`src/rtl/spi_fram_ctrl_if.sv`:
```
// spi_fram_ctrl_if: CPU-side memory bus between a core and spi_fram_ctrl.
//
// Signals:
//   req_read, req_write  single-cycle or held request strobes (core -> ctrl)
//   req_addr             byte address, low two bits ignored (core -> ctrl)
//   req_wdata            write word (core -> ctrl)
//   rdata, rdata_valid   read word and its one-cycle update pulse (ctrl -> core)
//   mem_read, mem_write  transaction-type status (ctrl -> core)
//   mem_busy             controller is not in IDLE (ctrl -> core)
//
// Modports: master = core side, slave = controller side.
interface spi_fram_ctrl_if #(
  parameter int ADDR_W = 13
);
  logic              req_read;
  logic              req_write;
  logic [ADDR_W-1:0] req_addr;
  logic [31:0]       req_wdata;
  logic [31:0]       rdata;
  logic              rdata_valid;
  logic              mem_read;
  logic              mem_write;
  logic              mem_busy;

  modport master (
    output req_read, req_write, req_addr, req_wdata,
    input  rdata, rdata_valid, mem_read, mem_write, mem_busy
  );

  modport slave (
    input  req_read, req_write, req_addr, req_wdata,
    output rdata, rdata_valid, mem_read, mem_write, mem_busy
  );
endinterface

```
`src/rtl/spi_fram_ctrl.sv`:
```
// spi_fram_ctrl: SPI mode-0 master turning single-word CPU requests into
// MB85RS64V-style FRAM frames (WREN + WRITE, READ), 32-bit little-endian words.
//
// Ports:
//   clk, rst   system clock, asynchronous active-high reset
//   bus        spi_fram_ctrl_if.slave (requests in, rdata/status out)
//   spi_cs     chip select, active-low
//   spi_sck    serial clock, idles low, period 2*CLK_DIV clk cycles
//   spi_mosi   master out, changes on SCK falling edge
//   spi_miso   master in, sampled on SCK rising edge
//
// Build option: define FRAM_FASTREAD_EN to issue reads as FSTRD (0x0B) with
// one dummy byte after the address; writes are unaffected.
module spi_fram_ctrl #(
  parameter int CLK_DIV = 2,
  parameter int ADDR_W  = 13
) (
  input  logic                  clk,
  input  logic                  rst,
  spi_fram_ctrl_if.slave        bus,
  output logic                  spi_cs,
  output logic                  spi_sck,
  output logic                  spi_mosi,
  input  logic                  spi_miso
);

  localparam logic [7:0] OP_WREN  = 8'h06;
  localparam logic [7:0] OP_WRITE = 8'h02;
`ifdef FRAM_FASTREAD_EN
  localparam logic [7:0] OP_READ  = 8'h0B;
`else
  localparam logic [7:0] OP_READ  = 8'h03;
`endif

  typedef enum logic [2:0] {IDLE, WREN, GAP, CMD, ADDR, DATA, FINISH} state_t;

  state_t            state;
  state_t            nxt_state;
  logic [7:0]        div_cnt;
  logic [2:0]        bit_cnt;
  logic [2:0]        byte_cnt;
  logic [2:0]        nxt_byte_cnt;
  logic              is_write;
  logic [ADDR_W-1:0] addr_q;
  logic [31:0]       wdata_q;
  logic [7:0]        tx;
  logic [7:0]        rx_byte;
  logic [31:0]       rx;
  logic [7:0]        nxt_byte;
  logic [15:0]       addr16;
  logic              tick;

  // Word-aligned 16-bit address field as sent on the wire.
  assign addr16 = 16'(addr_q) & 16'hFFFC;
  assign tick   = (div_cnt == 8'(CLK_DIV - 1));

  // Next byte/state chosen when the current byte finishes on an SCK fall.
  // A zero next byte also parks MOSI low while CS rises.
  always_comb begin
    nxt_state    = state;
    nxt_byte     = 8'h00;
    nxt_byte_cnt = 3'd0;
    case (state)
      WREN: nxt_state = GAP;
      CMD: begin
        nxt_state = ADDR;
        nxt_byte  = addr16[15:8];
      end
      ADDR: begin
        if (byte_cnt == 3'd0) begin
          nxt_byte     = addr16[7:0];
          nxt_byte_cnt = 3'd1;
        end
`ifdef FRAM_FASTREAD_EN
        else if (byte_cnt == 3'd1 && !is_write) begin
          // Dummy byte; stays in ADDR so MISO is never captured here.
          nxt_byte     = 8'h00;
          nxt_byte_cnt = 3'd2;
        end
`endif
        else begin
          nxt_state = DATA;
          nxt_byte  = wdata_q[7:0];
        end
      end
      DATA: begin
        if (byte_cnt == 3'd3) begin
          nxt_state = FINISH;
        end else begin
          nxt_byte     = wdata_q[15:8];
          nxt_byte_cnt = byte_cnt + 3'd1;
        end
      end
      default: ;
    endcase
  end

  always_ff @(posedge clk or posedge rst) begin
    if (rst) begin
      state           <= IDLE;
      div_cnt         <= '0;
      bit_cnt         <= '0;
      byte_cnt        <= '0;
      is_write        <= 1'b0;
      addr_q          <= '0;
      wdata_q         <= '0;
      tx              <= '0;
      rx_byte         <= '0;
      rx              <= '0;
      spi_cs          <= 1'b1;
      spi_sck         <= 1'b0;
      spi_mosi        <= 1'b0;
      bus.mem_read    <= 1'b0;
      bus.mem_write   <= 1'b0;
      bus.mem_busy    <= 1'b0;
      bus.rdata       <= '0;
      bus.rdata_valid <= 1'b0;
    end else begin
      bus.rdata_valid <= 1'b0;
      case (state)
        IDLE: begin
          div_cnt  <= '0;
          bit_cnt  <= '0;
          byte_cnt <= '0;
          if (bus.req_write || bus.req_read) begin
            // Write has priority; read data path carries zeros on MOSI.
            addr_q        <= bus.req_addr;
            wdata_q       <= bus.req_write ? bus.req_wdata : 32'h0;
            is_write      <= bus.req_write;
            bus.mem_busy  <= 1'b1;
            bus.mem_write <= bus.req_write;
            bus.mem_read  <= !bus.req_write;
            spi_cs        <= 1'b0;
            if (bus.req_write) begin
              state    <= WREN;
              tx       <= OP_WREN;
              spi_mosi <= OP_WREN[7];
            end else begin
              state    <= CMD;
              tx       <= OP_READ;
              spi_mosi <= OP_READ[7];
            end
          end
        end

        // Three divider ticks: CS high after the first, leave after the third,
        // giving CLK_DIV of CS-low hold then 2*CLK_DIV of CS high.
        GAP, FINISH: begin
          if (tick) begin
            div_cnt <= '0;
            bit_cnt <= bit_cnt + 3'd1;
            if (bit_cnt == 3'd0) begin
              spi_cs <= 1'b1;
            end else if (bit_cnt == 3'd2) begin
              bit_cnt <= '0;
              if (state == GAP) begin
                spi_cs   <= 1'b0;
                state    <= CMD;
                tx       <= OP_WRITE;
                spi_mosi <= OP_WRITE[7];
              end else begin
                state         <= IDLE;
                bus.mem_busy  <= 1'b0;
                bus.mem_read  <= 1'b0;
                bus.mem_write <= 1'b0;
              end
            end
          end else begin
            div_cnt <= div_cnt + 8'd1;
          end
        end

        // Shifting states: WREN, CMD, ADDR, DATA.
        default: begin
          if (tick) begin
            div_cnt <= '0;
            if (!spi_sck) begin
              spi_sck <= 1'b1;
              rx_byte <= {rx_byte[6:0], spi_miso};
            end else begin
              spi_sck <= 1'b0;
              if (bit_cnt != 3'd7) begin
                bit_cnt  <= bit_cnt + 3'd1;
                tx       <= {tx[6:0], 1'b0};
                spi_mosi <= tx[6];
              end else begin
                bit_cnt  <= '0;
                byte_cnt <= nxt_byte_cnt;
                state    <= nxt_state;
                tx       <= nxt_byte;
                spi_mosi <= nxt_byte[7];
                if (state == DATA) begin
                  // First received byte ends up in rx[7:0] after four pushes.
                  wdata_q <= wdata_q >> 8;
                  rx      <= {rx_byte, rx[31:8]};
                  if (byte_cnt == 3'd3 && !is_write) begin
                    bus.rdata       <= {rx_byte, rx[31:8]};
                    bus.rdata_valid <= 1'b1;
                  end
                end
              end
            end
          end else begin
            div_cnt <= div_cnt + 8'd1;
          end
        end
      endcase
    end
  end

endmodule
```
`src/flat_wrapper.sv`:
```
// flat-port wrapper written by rule: the top's interface ports become plain ports
module spi_fram_ctrl_flat 
#(
  parameter int CLK_DIV = 2,
  parameter int ADDR_W  = 13
)
  (clk, rst, spi_cs, spi_sck, spi_mosi, spi_miso, bus_req_read, bus_req_write, bus_req_addr, bus_req_wdata, bus_rdata, bus_rdata_valid, bus_mem_read, bus_mem_write, bus_mem_busy);
  spi_fram_ctrl_if #(.ADDR_W(ADDR_W)) bus_i ();
  input  logic clk;
  input  logic rst;
  output logic spi_cs;
  output logic spi_sck;
  output logic spi_mosi;
  input  logic spi_miso;
  input wire logic [$bits(bus_i.req_read)-1:0] bus_req_read;
  input wire logic [$bits(bus_i.req_write)-1:0] bus_req_write;
  input wire logic [$bits(bus_i.req_addr)-1:0] bus_req_addr;
  input wire logic [$bits(bus_i.req_wdata)-1:0] bus_req_wdata;
  output wire logic [$bits(bus_i.rdata)-1:0] bus_rdata;
  output wire logic [$bits(bus_i.rdata_valid)-1:0] bus_rdata_valid;
  output wire logic [$bits(bus_i.mem_read)-1:0] bus_mem_read;
  output wire logic [$bits(bus_i.mem_write)-1:0] bus_mem_write;
  output wire logic [$bits(bus_i.mem_busy)-1:0] bus_mem_busy;
  assign bus_i.req_read = bus_req_read;
  assign bus_i.req_write = bus_req_write;
  assign bus_i.req_addr = bus_req_addr;
  assign bus_i.req_wdata = bus_req_wdata;
  assign bus_rdata = bus_i.rdata;
  assign bus_rdata_valid = bus_i.rdata_valid;
  assign bus_mem_read = bus_i.mem_read;
  assign bus_mem_write = bus_i.mem_write;
  assign bus_mem_busy = bus_i.mem_busy;
  spi_fram_ctrl #(.CLK_DIV(CLK_DIV), .ADDR_W(ADDR_W)) u_core (.clk(clk), .rst(rst), .bus(bus_i), .spi_cs(spi_cs), .spi_sck(spi_sck), .spi_mosi(spi_mosi), .spi_miso(spi_miso));
endmodule
```
`config.mk`:
```
export PLATFORM = sky130hd
export DESIGN_NAME = spi_fram_ctrl_flat
export DESIGN_NICKNAME = d
export VERILOG_FILES = /design/src/rtl/spi_fram_ctrl_if.sv /design/src/rtl/spi_fram_ctrl.sv /design/src/flat_wrapper.sv
export SDC_FILE = /design/constraint.sdc
export NUM_CORES = 1
export LEC_CHECK = 0
export ABC_AREA = 1
export ABC_CLOCK_PERIOD_IN_PS = 5600
export BUFFER_PORTS_ARGS = -buffer_cell sky130_fd_sc_hd__buf_2
export CORE_AREA = 3 3 142 109
export DETAILED_ROUTE_END_ITERATION = 6
export DIE_AREA = 0 0 145 112
export HOLD_SLACK_MARGIN = 0.12
export PLACE_DENSITY = 0.66
export SLEW_MARGIN = 20
export SYNTH_ARGS = -nofsm -noshare
export SYNTH_HDL_FRONTEND = slang
export SYNTH_SLANG_ARGS = --single-unit
export TNS_END_PERCENT = 30
```
`constraint.sdc`:
```
create_clock -name clk -period 5.6 [get_ports clk]
set_input_delay 0.84 -clock clk [delete_from_list [all_inputs] [get_ports clk]]
set_output_delay 0.84 -clock clk [all_outputs]
set_load 0.05 [all_outputs]
```
==> results.tsv, run 1 <==
metric	value	unit
cp_max_fo	43	
die_h	112	um
io_pins	89	
hp-class	reg2reg	
synth_area	6340	sq um
maxCapViolations	0	
initial_utilization	0.443	
vias	5058	
required	5900	ps
setup_viol	0	
end_kind	flip-flop	
hpwl	9100	um
drt_iter0_drc	444	
cts-root-buf	clkbuf_16	
hold_violations	0	
cp.arrival	3430	ps
ys_ff_latch	139	
setup_tns	0	ps
grt_max_degree	99	
final_area	7450	sq um
tightest_slew	872	ps
drive_gt1_frac	0.170	
clock_skew	9.56	ps
worst_skew_pair.late_latency	420	ps
cts_buffer_depth	2	
hold_buffers	0	
routed_wl	13900	um
crit_path_start_kind	flip-flop	
path_clk_slew	60	ps
power.density	500	nW/um^2
htree_num_levels	4	
globalRouteTotalUtil	0.180	
finalCriticalPeriod	3130	ps
grt_pass1_wl	23700	um
yosys-mux-area-fraction	0	
yosysUniqueCellTypes	29	
path_class	reg2reg	
post-route-drc-count	0	
cellLeakagePower	3.92	nW
ir_drop	255	uV
rr_worst_depth	9	
period_share	0.559	
status	finished, final reports clean	
cts-resized-gates	0	
max_freq	319	MHz
synth_nets	816	
dieArea	16200	sq um
avgSynthCellArea	8.37	sq um
overflow	0	
numCtsBuffers	17	
syn_inst	758	
ant_nets	0	
antenna_cells	0	
drv_slew	0	
via_per_inst	4.83	
yosys.area_share.simple	0.252	
cts_sinks	139	
yosysWarnings	0	
areaGrowthSynthToFinish	17.5	%
hold_path_depth	2	
synth_compound_area_frac	0.104	
synth_top_family_by_area	simple AND/OR/NAND/NOR gates	
slew-limit-headroom	0.418	
rows	38	
cts_setup_buffers	0	
cts_tree	done	
grt_pass1_vias	4659	
dpl_cell_area	6860	sq um
dr.pass1.iters	5	
finalNetCount	892	
synth_seq_area_share	0.548	
core_area	14300	sq um
antenna_found_initial	0	
rsz0062_at_grt	no	
die_w	145	um
numPortBuffers	86	
synthAdderAreaFrac	0.0158	
wl_per_cell	13.3	um
synth_xor_area_frac	0.00138	
gp_congestion	0.843	
## cells in the final DEF, fill, tap and decap left out, types with 2 or more instances in the layout
cell and count:
a21oi_1 9, nand2_2 3, clkbuf_1 4, nand3_1 47
nand3_2 2, buf_2 86, clkinv_2 3, o21ai_0 46
clkinv_4 3, ha_1 8, clkbuf_16 17, inv_1 71
a22o_1 24, inv_2 9, nor3b_1 2, nand2_1 281
nand2_4 2, nor2_1 30, bufinv_16 3, nor3_1 4
o21ai_1 32, dfrtp_1 138, nor2_4 2, clkinvlp_4 2
nand4_1 4, nor2_2 4, buf_4 4
## flip-flops by register name, indices dropped and copies added, names as in the netlist, 3 cells and up
| register | count |
|---|---|
| u_core.bus.rdata | 32 |
| u_core.wdata_q | 32 |
| u_core.rx | 24 |
| u_core.addr_q | 11 |
| u_core.div_cnt | 8 |
| u_core.rx_byte | 8 |
| u_core.tx | 7 |
| u_core.bit_cnt | 3 |
| u_core.byte_cnt | 3 |
| u_core.state | 3 |
## per-stage QoR
step	setup slack [ps]	hold WS, ps	util	cells	power [mW]
4_1_cts	2460	470	0.521	1047	3.75
2_1_floorplan	1040	442	-	758	2.36
3_3_place_gp	2580	453	0.480	1015	2.60
5_1_grt	2170	488	0.521	1047	4.01
6_report	2470	462	0.521	1047	3.73
3_5_place_dp	2570	455	0.480	1015	2.62
## synthesized netlist by cell type
master,instances,area share
a31oi_1,1,0.00099
buf_4,4,0.0047
nand3_1,47,0.037
nor2_1,30,0.018
ha_1,8,0.016
o21ai_0,46,0.036
buf_2,16,0.013
dfrtp_1,138,0.54
nor2_2,4,0.0039
o21ai_1,32,0.025
o21bai_1,1,0.0012
nor3_1,4,0.0032
nor2_4,2,0.0035
nor3_2,1,0.0016
nand2_4,2,0.0035
nand3_2,2,0.0032
a21oi_1,9,0.0071
clkbuf_1,8,0.0047
inv_2,9,0.0053
nand2_2,2,0.0020
nand2_1,282,0.17
a22o_1,24,0.033
inv_1,72,0.043
nor3b_1,2,0.0024
xnor2_1,1,0.0014
dfstp_2,1,0.0041
nand4_1,4,0.0039
buf_6,5,0.0089
nand3_4,1,0.0028
## final timing paths
kind | start | end | slack, ps
max in group asynchronous | rst | u_core.wdata_q[6] | 3950
max | u_core.bit_cnt[1] | u_core.bus.rdata[24] | 2470
min | u_core.bus.mem_write | u_core.bus.mem_write | 460
max reg2reg | u_core.bit_cnt[1] | u_core.bus.rdata[24] | 2470
min reg2reg | u_core.bus.mem_write | u_core.bus.mem_write | 460
min in group asynchronous | rst | u_core.div_cnt[4] | 610
## critical path: stages, from the launching register on
cell and delay [ps]:
dfrtp_1 370, ha_1 160, ha_1 400, inv_2 190, nor3_2 280, nand3_2 690
inv_2 640, nand2_1 100, o21ai_1 130, inv_2 50
## cell type report
class                           count  area (sq um)
Timing Repair Buffer               90           460
Fill cell                        1370          6860
Tap cell                          200           250
Clock buffer                       21           440
Sequential cell                   139          3480
Multi-Input combinational cell    505          2370
Clock inverter                     11           146
Inverter                           81           309
## power breakdown
| part | switching [mW] | internal, mW |
|---|---|---|
| registers | 0.160 | 1.25 |
| logic | 0.828 | 0.377 |
| clock network | 0.416 | 0.699 |
| total | 1.40 | 2.32 |
## logic make-up after synthesis
kind of cell             count (synthesis)
XOR/XNOR                                 1
flip-flops                             139
adder cells (fa/ha/maj)                  8
AND/OR/NAND/NOR                        383
AO/OA/AOI/OAI                          113
buffers and inverters                  114
## routing by layer
layer | vias up | global-route usage | part of all wire
li1 | 2567 | - | -
met1 | 2369 | 0.279 | 0.52
met2 | 108 | 0.249 | 0.42
met3 | 14 | 0.0374 | 0.040
met4 | 0 | 0.0589 | 0.012
met5 | - | 0 | 0
Note: power is estimated with default switching activity, not from simulation.
==> run 2, diff against run 1 <==
Settings changed: ABC_CLOCK_PERIOD_IN_PS 5600 to 2550, PLACE_DENSITY 0.66 to 0.69.
Clock period 5.6 ns to 2.55 ns, I/O delays scaled along.
==> run 2 against run 1 <==
Hold slack worse by 300 ps. Sequential share of layout area down 0.60 points. First-iteration DRC count down 23%. Clock power grew 130%. Via count grew 1.2%. Global-route usage shrank 0.15 points. Die area is the same.
==> results.tsv, run 2 (synthesized netlist as in run 1, its figures left out) <==
metric	value	unit	change
slew-limit-headroom	0.538		+0.119
wl_per_cell	13.0	um	-1.7%
crit_chain	ha_1, ha_1, inv_2, nor3_2, nand3_2, inv_2, nand2_1, o21ai_0, inv_1		
worst_skew_pair.late_latency	420	ps	about the same
hp-class	in2reg		
power.density	1110	nW/um^2	+120%
final_common_cell	nand2_1		
via_per_inst	4.86		+0.55%
max_freq	468	MHz	+46%
internal_power	5.20	mW	+120%
overflow	0		unchanged
cts_tree	done		
hpwl	9200	um	+1.1%
p_sw_frac	0.379		+0.00205
drive_gt1_frac	0.179		+0.00915
seqPwrFrac	0.371		-0.006
ant_nets	0		unchanged
die_w	145	um	unchanged
drv_slew	0		unchanged
finalCriticalPeriod	2140	ps	-992 ps
grt_max_degree	87		-12%
m1WireLength	6880	um	-5.3%
hold_violations	0		unchanged
core_area	14300	sq um	unchanged
end_kind	flip-flop		
power_frac_comb	0.322		about the same
cts-root-buf	clkbuf_16		
io_pins	89		unchanged
cts_sinks	139		unchanged
antenna_cells	0		unchanged
numCtsBuffers	17		unchanged
rsz0062_at_grt	no		
drt_iter0_drc	342		-23%
htree_num_levels	4		unchanged
areaGrowthSynthToFinish	19.0	%	
globalRouteTotalUtil	0.178		-0.00155
top_layer_used	met4		
antenna_found_initial	0		unchanged
setup_viol	0		unchanged
dr.pass1.iters	5		unchanged
vias	5120		+1.2%
initial_utilization	0.443		unchanged
cts_buffer_depth	2		unchanged
post-route-drc-count	0		unchanged
clock_skew	7.43	ps	-2.13 ps
crit_path_start_kind	flip-flop		
max_stage_delay	400	ps	-290 ps
cellLeakagePower	3.97	nW	+1.2%
rows	38		unchanged
grt_pass1_vias	4979		+6.9%
cts-resized-gates	0		unchanged
dieArea	16200	sq um	unchanged
die_h	112	um	unchanged
tightest_slew	693	ps	-179 ps
routed_wl	13700	um	-1.1%
final_cell_mix	nand2_1 (282), dfrtp_1 (138), buf_2 (86)		
status	finished, final reports clean		
top_regs	u_core.bus.rdata: 32 flops, u_core.wdata_q: 32 flops, u_core.rx: 24 flops		
hold_ws	160	ps	-303 ps
ir_drop	614	uV	+140%
slowest_stage	ha_1		
finalNetCount	899		+0.78%
p_clk_frac	0.307		+0.008
numPortBuffers	86		unchanged
cp_max_fo	23		-47%
gp_congestion	0.852		+1.0%
wl_met3	696	um	+25%
wl_met2	6040	um	+2.6%
maxCapViolations	0		unchanged
path_class	reg2reg		
setup_tns	0	ps	unchanged
cp.arrival	2440	ps	-990 ps
period_share	0.839		+0.280
p_switching	3.17	mW	+130%
path_clk_slew	60	ps	about the same
grt_pass1_wl	23700	um	+0.11%
required	2850	ps	-3050 ps
-- run 2: power by group through the flow --
stage          Sequential, mW  Clock, mW  Combinational (mW)
5_1_grt                  3.17       2.73                3.07
4_1_cts                  3.10       2.62                2.69
6_report                 3.10       2.57                2.69
2_1_floorplan            3.11          0                2.07
3_5_place_dp             3.12          0                2.67
3_3_place_gp             3.11          0                2.63
-- run 2: final cells by class --
| type | instances | area [sq um] |
|---|---|---|
| Clock buffer | 18 | 439 |
| Sequential cell | 139 | 3480 |
| Timing Repair Buffer | 97 | 528 |
| Fill cell | 1327 | 6760 |
| Clock inverter | 14 | 181 |
| Tap cell | 200 | 250 |
| Multi-Input combinational cell | 505 | 2360 |
| Inverter | 81 | 308 |
-- run 2: path summary, 6_finish.rpt --
check,startpoint,end,slack (ps),cells past startpoint
setup / recovery,u_core.bit_cnt[1],u_core.bus.rdata[28],410,9
hold / removal,bus_req_wdata[25],u_core.wdata_q[25],160,3
setup reg to reg,u_core.bit_cnt[1],u_core.bus.rdata[28],410,9
hold reg to reg,u_core.bus.mem_write,u_core.bus.mem_write,470,2
max in group asynchronous,rst,u_core.addr_q[8],1310,4
min in group asynchronous,rst,u_core.rx[8],640,4
-- run 2: worst max-delay path, delay by kind of cell (launching register included) --
kind	cells	cell delay [ps]
buffers and inverters	3	530
adders and majority gates	2	560
and+or+nand+nor	3	460
DFF	1	370
AOI/OAI and AO/OA	1	90
-- run 2: timing repair --
item / in CTS / in global routing
hold buffers: 1 / 0
endpoints found under the hold margin: 44 / 0
setup buffers: 0 / 0
-- run 2: stage by stage --
step	std cells	power, mW	util	setup slack (ps)	cell area (sq um)
after floorplan	758	5.19	-	433	6350
after global placement	1021	5.75	0.484	468	6920
after detailed placement	1021	5.80	0.484	409	6920
after CTS	1054	8.41	0.528	381	7550
after global routing	1054	8.97	0.528	174	7550
final	1054	8.36	0.528	411	7550
-- run 2: per-layer routing --
metal | up-vias | GRT usage
met3 | 10 | 0.0488
met4 | 0 | 0.0411
met5 | - | 0
li1 | 2575 | -
met1 | 2408 | 0.255
met2 | 127 | 0.273
==> run 3, diff against run 2 <==
Settings changed: ABC_CLOCK_PERIOD_IN_PS 2550 to 2220, PLACE_DENSITY 0.69 to 0.66.
Clock period 2.55 ns to 2.22 ns, I/O delays scaled along.
==> run 3 against run 2 <==
Clock-buffer cell count stayed put. Clock power increased by 13%. Sequential power increased by 15%. Register-to-register slack got worse by 140 ps. Maximum frequency increased by 9.8%. Core utilization increased by 0.95 points. Combinational power grew 16%. Clock skew rose by 2.8 ps. Worst setup slack lost 140 ps. Power grew 14%. Largest power group unchanged. Highest routed layer unchanged.
==> results.tsv, run 3 (synthesized netlist as in run 1, its figures left out) <==
metric	value	unit	change
status	finished, final reports clean		
maxCapViolations	0		unchanged
rows	38		unchanged
final_cell_mix	nand2_1 (282), dfrtp_1 (138), buf_2 (86)		
cts_sinks	139		unchanged
required	2530	ps	-320 ps
globalRouteTotalUtil	0.183		+0.00527
cp_max_fo	17		-26%
setup_tns	0	ps	unchanged
vias	5069		-1.0%
overflow	0		unchanged
hold_path_depth	3		unchanged
cts-resized-gates	0		unchanged
die_h	112	um	unchanged
finalNetCount	912		+1.4%
cts_buffer_depth	2		unchanged
ir_drop	599	uV	-2.5%
ant_nets	0		unchanged
dieArea	16200	sq um	unchanged
rr_worst_depth	5		-4
numPortBuffers	86		unchanged
path_clk_slew	60	ps	about the same
drt_iter0_drc	356		+4.1%
die_w	145	um	unchanged
numCtsBuffers	17		unchanged
htree_num_levels	4		unchanged
cellLeakagePower	4.03	nW	+1.6%
antenna_cells	0		unchanged
cts-root-buf	clkbuf_16		
antenna_found_initial	0		unchanged
dpl_cell_area	6960	sq um	+0.58%
via_per_inst	4.76		-2.1%
hpwl	9320	um	+1.3%
placed_cells_incl_taps	1023		+0.20%
final_cells	1066		+1.1%
initial_utilization	0.443		unchanged
core_area	14300	sq um	unchanged
grt_pass1_wl	24200	um	+1.9%
path_class	reg2reg		
slew-limit-headroom	0.626		+0.0880
setup_viol	0		unchanged
finalCriticalPeriod	1950	ps	-191 ps
drive_gt1_frac	0.178		-0.00133
rsz0062_at_grt	no		
areaGrowthSynthToFinish	21.2	%	
dr.pass1.iters	4		-1
max_freq	513	MHz	+9.8%
end_kind	flip-flop		
drv_slew	0		unchanged
final_area	7690	sq um	+1.8%
hold_violations	0		unchanged
cp.arrival	2260	ps	-180 ps
post-route-drc-count	0		unchanged
top_regs	u_core.bus.rdata: 32 flops, u_core.wdata_q: 32 flops, u_core.rx: 24 flops		
io_pins	89		unchanged
hp-class	in2reg		
gp_congestion	0.844		-0.94%
final_common_cell	nand2_1		
cts_setup_buffers	0		unchanged
grt_max_degree	106		+22%
grt_pass1_vias	4900		-1.6%
tightest_slew	561	ps	-132 ps
wl_per_cell	13.2	um	+1.3%
worst_skew_pair.late_latency	420	ps	about the same
power.density	1250	nW/um^2	+12%
cts_tree	done		
routed_wl	14100	um	+2.5%
clock_skew	10.2	ps	+2.80 ps
period_share	0.877		+0.0387
crit_path_start_kind	flip-flop		
run 3: routing by layer:
layer / GRT usage / share of wire
met5: 0 / 0
met3: 0.0399 / 0.046
met4: 0.0513 / 0.010
met1: 0.276 / 0.51
met2: 0.268 / 0.43
run 3: repair_timing:
item / CTS / global route
endpoints found under the hold margin: 17 / 0
hold buffers: 12 / 0
endpoints found under the setup margin: 0 / 0
run 3: per-stage QoR:
stage	utilization	worst slack [ps]	total power [mW]	hold slack, ps
floorplan	-	153	5.96	442
global placement	0.486	334	6.64	270
detailed placement	0.486	291	6.69	271
CTS	0.537	267	9.64	120
global route	0.537	18.8	10.3	133
finish	0.537	272	9.57	133
run 3: worst paths after layout:
| check | start | end | slack, ps |
|---|---|---|---|
| max reg2reg | u_core.state[0] | u_core.rx_byte[1] | 270 |
| min in group asynchronous | rst | u_core.div_cnt[2] | 380 |
| min reg2reg | u_core.rx[11] | u_core.bus.rdata[3] | 460 |
| max in group asynchronous | rst | u_core.wdata_q[3] | 1050 |
| min | bus_req_addr[10] | u_core.addr_q[10] | 130 |
| max | u_core.state[0] | u_core.rx_byte[1] | 270 |
run 3: power by group:
part           switching (mW)  internal, mW  total, mW
Sequential              0.422          3.14       3.57
Combinational            2.07          1.04       3.11
Clock                    1.10          1.80       2.90
run 3: worst max-delay path, cell delays in order (launching register included):
cell	delay (ps)
dfrtp_1	630
nor2_2	130
nor2_1	180
buf_4	200
nand3_1	390
o21ai_0	330
run 3: area by class of cell:
cell class	instances	area, sq um
clock buffer	18	439
clock inverter	13	168
fill	1331	6620
inverter	81	308
multi-input combinational	505	2360
sequential	139	3480
tap	200	250
timing repair buffer	110	678
